`config.mk`:
```
export PLATFORM = sky130hd
export DESIGN_NAME = ring_packetizer
export DESIGN_NICKNAME = d
export VERILOG_FILES = /design/src/rtl/ring_packetizer.sv
export SDC_FILE = /design/constraint.sdc
export NUM_CORES = 1
export LEC_CHECK = 0
export CORE_MARGIN = 3
export CORE_UTILIZATION = 42
export CTS_CLUSTER_SIZE = 14
export DETAILED_ROUTE_END_ITERATION = 12
export PLACE_DENSITY = 0.76
export SLEW_MARGIN = 20
export SYNTH_ARGS = -nofsm -noshare
export SYNTH_HDL_FRONTEND = slang
export SYNTH_SLANG_ARGS = --single-unit
```
`constraint.sdc`:
```
create_clock -name clk -period 1.9 [get_ports clk]
set_input_delay 0.38 -clock clk [delete_from_list [all_inputs] [get_ports clk]]
set_output_delay 0.38 -clock clk [all_outputs]
set_load 0.03 [all_outputs]
```
`src/rtl/ring_packetizer.sv`:
```
// Ring network-interface injector: turns (dest, len) commands plus payload words
// into head/body/tail wormhole flits behind a single registered output stage.
module ring_packetizer #(
  parameter logic [3:0]  SRC_ID = 4'd0,
  parameter int unsigned LEN_W  = 8
) (
  input  logic             clk,
  input  logic             reset,
  input  logic             cmd_valid,
  output logic             cmd_ready,
  input  logic [3:0]       cmd_dest,
  input  logic [LEN_W-1:0] cmd_len,
  input  logic [31:0]      pld_data,
  input  logic             pld_valid,
  output logic             pld_ready,
  output logic [31:0]      out_data,
  output logic             out_valid,
  input  logic             out_ready,
  output logic             out_head,
  output logic             out_tail,
  output logic             busy
);

  localparam int unsigned FLIT_W = 32;
  localparam int unsigned SEQ_W  = 16;

  typedef enum logic {IDLE, BODY} state_t;

  typedef struct packed {
    logic [3:0]       dest;
    logic [3:0]       src;
    logic [7:0]       len;
    logic [SEQ_W-1:0] seq;
  } head_flit_t;

  state_t            state, state_nxt;
  logic [LEN_W-1:0]  remaining, remaining_nxt;
  logic [SEQ_W-1:0]  seq, seq_nxt;
  logic [FLIT_W-1:0] data_nxt;
  logic              valid_nxt, head_nxt, tail_nxt;
  logic              can_load;
  head_flit_t        head_flit;

  // Output register is free, or its current flit leaves this cycle.
  assign can_load = !out_valid || out_ready;
  assign busy     = (state == BODY);

  assign head_flit = '{dest: cmd_dest, src: SRC_ID, len: 8'(cmd_len), seq: seq};

  // Next-state, handshake and output-register load decisions.
  always_comb begin
    state_nxt     = state;
    remaining_nxt = remaining;
    seq_nxt       = seq;
    data_nxt      = out_data;
    head_nxt      = out_head;
    tail_nxt      = out_tail;
    valid_nxt     = out_valid && !out_ready;
    cmd_ready     = 1'b0;
    pld_ready     = 1'b0;
    case (state)
      IDLE: begin
        cmd_ready = can_load;
        if (cmd_valid && can_load) begin
          data_nxt      = FLIT_W'(head_flit);
          head_nxt      = 1'b1;
          tail_nxt      = (cmd_len == '0);
          valid_nxt     = 1'b1;
          seq_nxt       = seq + SEQ_W'(1);
          remaining_nxt = cmd_len;
          state_nxt     = (cmd_len == '0) ? IDLE : BODY;
        end
      end
      BODY: begin
        pld_ready = can_load;
        if (pld_valid && can_load) begin
          data_nxt      = pld_data;
          head_nxt      = 1'b0;
          tail_nxt      = (remaining == LEN_W'(1));
          valid_nxt     = 1'b1;
          remaining_nxt = remaining - LEN_W'(1);
          if (remaining == LEN_W'(1)) state_nxt = IDLE;
        end
      end
      default: state_nxt = IDLE;
    endcase
  end

  // State, sequence counter and output register.
  always_ff @(posedge clk) begin
    if (!reset) begin
      state     <= IDLE;
      remaining <= '0;
      seq       <= '0;
      out_data  <= '0;
      out_valid <= 1'b0;
      out_head  <= 1'b0;
      out_tail  <= 1'b0;
    end else begin
      state     <= state_nxt;
      remaining <= remaining_nxt;
      seq       <= seq_nxt;
      out_data  <= data_nxt;
      out_valid <= valid_nxt;
      out_head  <= head_nxt;
      out_tail  <= tail_nxt;
    end
  end

endmodule

```
==> flow_summary.toml <==
[synthesis]
synth.avg_cell_area_sq_um = 8.59
synthTopCellsByCount = "dfxtp_1 (60), nor2_1 (42), a211oi_1 (26)"
synth_cell_type_count = 43
async_reset_ff_share_pct = 0
ys_ff_latch = 60
synth-edff-count = 0
syn_nets = 378
synth_flop_cell = "dfxtp_1"
synth_area_sq_um = 2800
synth.most_common_cell = "dfxtp_1"
synth_seq_area_share_pct = 42.9
synth_warnings = 0
syn_inst = 326
yosys.area.top_type = "dfxtp_1"
synth_area_leaders = "dfxtp_1 (43%), mux2i_1 (8.6%), a211oi_1 (7.0%)"
synth_top_area_share_pct = 42.9

[hold_path]
hold_class = "reg -> reg"
hp-start = "out_data[27]$_SDFFE_PN0P_"

[sta]
worstMarginPinSlew_ps = 410
fin_crit_sh_pct = 97.2
slew_headroom_pct = 72.6
clock_skew_ps = 7.21
rsz0062_at_grt = "true"
fin_ws_ps = 52.9
fin_setup_tns_ps = 0
hold_violations = 0
period_needed_ps = 1850
final-max-slew-violation-count = 0
setup_violations = 0
timing.fmax_mhz = 541

[power]
clkPwrFrac_pct = 29.1
powerDensity_nw_per_um2 = 847
p_comb_share_pct = 28.0
swShare_pct = 31.2
p_leak_nw = 1.44
ir_drop_mv = 0.541
power_frac_seq_pct = 42.9
power.switching_w = 0.00105
p_int_w = 0.00231

[placement]
place_ws_ps = -270
place.gp.congestion = 0.764
dp_cells = 477
port_buffers = 86
hpwl_microns = 4990
place_area_sq_um = 3790

[global_route]
grt_max_degree = 61
grt_antenna_before_repair = 0
track_usage_pct = 18.9
grt_pass1_wl_microns = 11500
grt_pass1_vias = 2511
overflow = 0

[critical_path]
max_stage_delay_ps = 430
worstSetupStartpoint = "out_ready"
crit_path_start_kind = "primary input"
crit-reg2reg-launch = "seq[1]$_SDFFE_PN0P_"
cp.arrival_ps = 1470
worstPathRequired_ps = 1520
cp_cell_sequence = "clkdlybuf4s50_1 -> nor2b_2 -> buf_4 -> nor2_1 -> buf_4"
critPathMaxFanout = 6
crit_top_cell = "buf_4"
cp-end-kind = "output port"
crit_type = "in -> out"
worst_path_max_delay_cell = "clkdlybuf4s50_1"

[layout]
final_area_sq_um = 3960
fin_nets = 463
diodes = 0
stdcell_count = 493
fillers = 565
drive_gt1_share_pct = 8.89
areaGrowthSynthToFinish_pct = 41.5

[floorplanning]
core_area_sq_um = 6420
die_w_microns = 87.7
die_area_sq_um = 7680
die_y_microns = 87.7
row_count = 29
initial_utilization_pct = 43.6
io_pins = 87

[cts]
htree_num_levels = 3
clock_sinks = 60
clockBufferDepth = 2
cts_root_buf = "clkbuf_8"
cts_buffers = 9
holdBufCountCts = 0
cts_setup_buffers = 0
clk_pin_slew_worst_paths_ps = 70
postCtsResizedCells = 1
clock_latency_ps = 330
tritoncts = "yes"

[outcome]
status = "completed"

[routing]
drt_iter0_markers = 149
viasPerCell = 5.42
vias = 2671
antenna_left = 0
drt-wirelength-per-cell_microns = 14.5
wirelength_microns = 7150
drc_errors = 0
drt_first_pass_iters = 5

[job]
maxCapViolCount = 0
==> critical path, delay by kind of cell <==
family                 cells  cell delay [ps]
AND/OR/NAND/NOR            2              280
buffers and inverters      3              800
==> cells by family (layout without fill, tap and decap cells) <==
logic type	Yosys count	in the layout	synth area share, %
AOI/OAI and AO/OA	80	80	19.1
and+or+nand+nor	120	120	21.1
DFF	60	60	42.9
adders and majority gates	3	3	1.34
muxes	24	24	8.58
buffers and inverters	32	122	4.78
xor gates and xnor gates	7	7	2.19
==> cell usage in the layout (no fill, tap or decap), drive strengths merged, types with 3 or more instances in the layout <==
cell,Yosys,final
o211a,4,4
o211ai,3,3
a21oi,21,21
or3,9,9
o21a,3,3
nand3,13,13
a211oi,26,26
inv,7,7
nor2b,5,5
xnor2,5,5
o21ai,10,10
ha,3,3
a31oi,3,3
nand2,24,24
nand2b,6,6
clkdlybuf4s50,0,83
nor2,42,42
clkbuf,18,14
mux2i,24,24
buf,7,16
dfxtp,60,60
nor3,3,3
nor4,5,5
==> cell type report <==
type                       instances  area [sq um]  area share [%]
clock buffer                      14           153            3.85
clock inverter                     2          10.0           0.253
tap                               77          96.3            2.43
sequential                        60          1200            30.4
timing repair buffer              99           988            24.9
inverter                           7          26.3           0.663
multi-input combinational        234          1480            37.4
==> per-stage QoR <==
| stage | util (%) | total power [W] | hold WS (ps) |
|---|---|---|---|
| after floorplan | - | 0.00201 | 451 |
| after global placement | 59.0 | 0.00239 | 462 |
| after detailed placement | 59.0 | 0.00241 | 469 |
| after CTS | 61.6 | 0.00338 | 482 |
| after global routing | 61.7 | 0.00353 | 513 |
| final | 61.7 | 0.00336 | 482 |
==> sequential cells by signal (all words and copies together) (netlist names) <==
name / flops
out_data: 32
seq: 16
remaining: 8
busy: 1
out_head: 1
out_tail: 1
out_valid: 1
==> path summary, 6_finish.rpt <==
path,depth (start not counted),endpoint,slack [ps]
hold reg to reg,2,out_data[27]$_SDFFE_PN0P_,480
setup / recovery,5,cmd_ready,50
hold / removal,2,out_data[27]$_SDFFE_PN0P_,480
setup reg to reg,5,seq[14]$_SDFFE_PN0P_,170
==> layer usage <==
layer	vias to the layer above	share of wire, %	GRT usage (%)
met1	1241	48	24.5
met5	-	0	0
met2	77	47	30.6
li1	1349	-	-
met3	4	4.9	5.93
met4	0	0.17	5.02
==> power by group through the flow <==
| stage | combinational (W) | clock (W) | sequential, W |
|---|---|---|---|
| floorplan | 0.000393 | 0 | 0.00162 |
| CTS | 0.000947 | 0.00100 | 0.00144 |
| global route | 0.00102 | 0.00107 | 0.00145 |
| detailed placement | 0.000942 | 0 | 0.00146 |
| global placement | 0.000925 | 0 | 0.00146 |
| finish | 0.000940 | 0.000976 | 0.00144 |
Note: power is estimated with default switching activity, not from simulation.
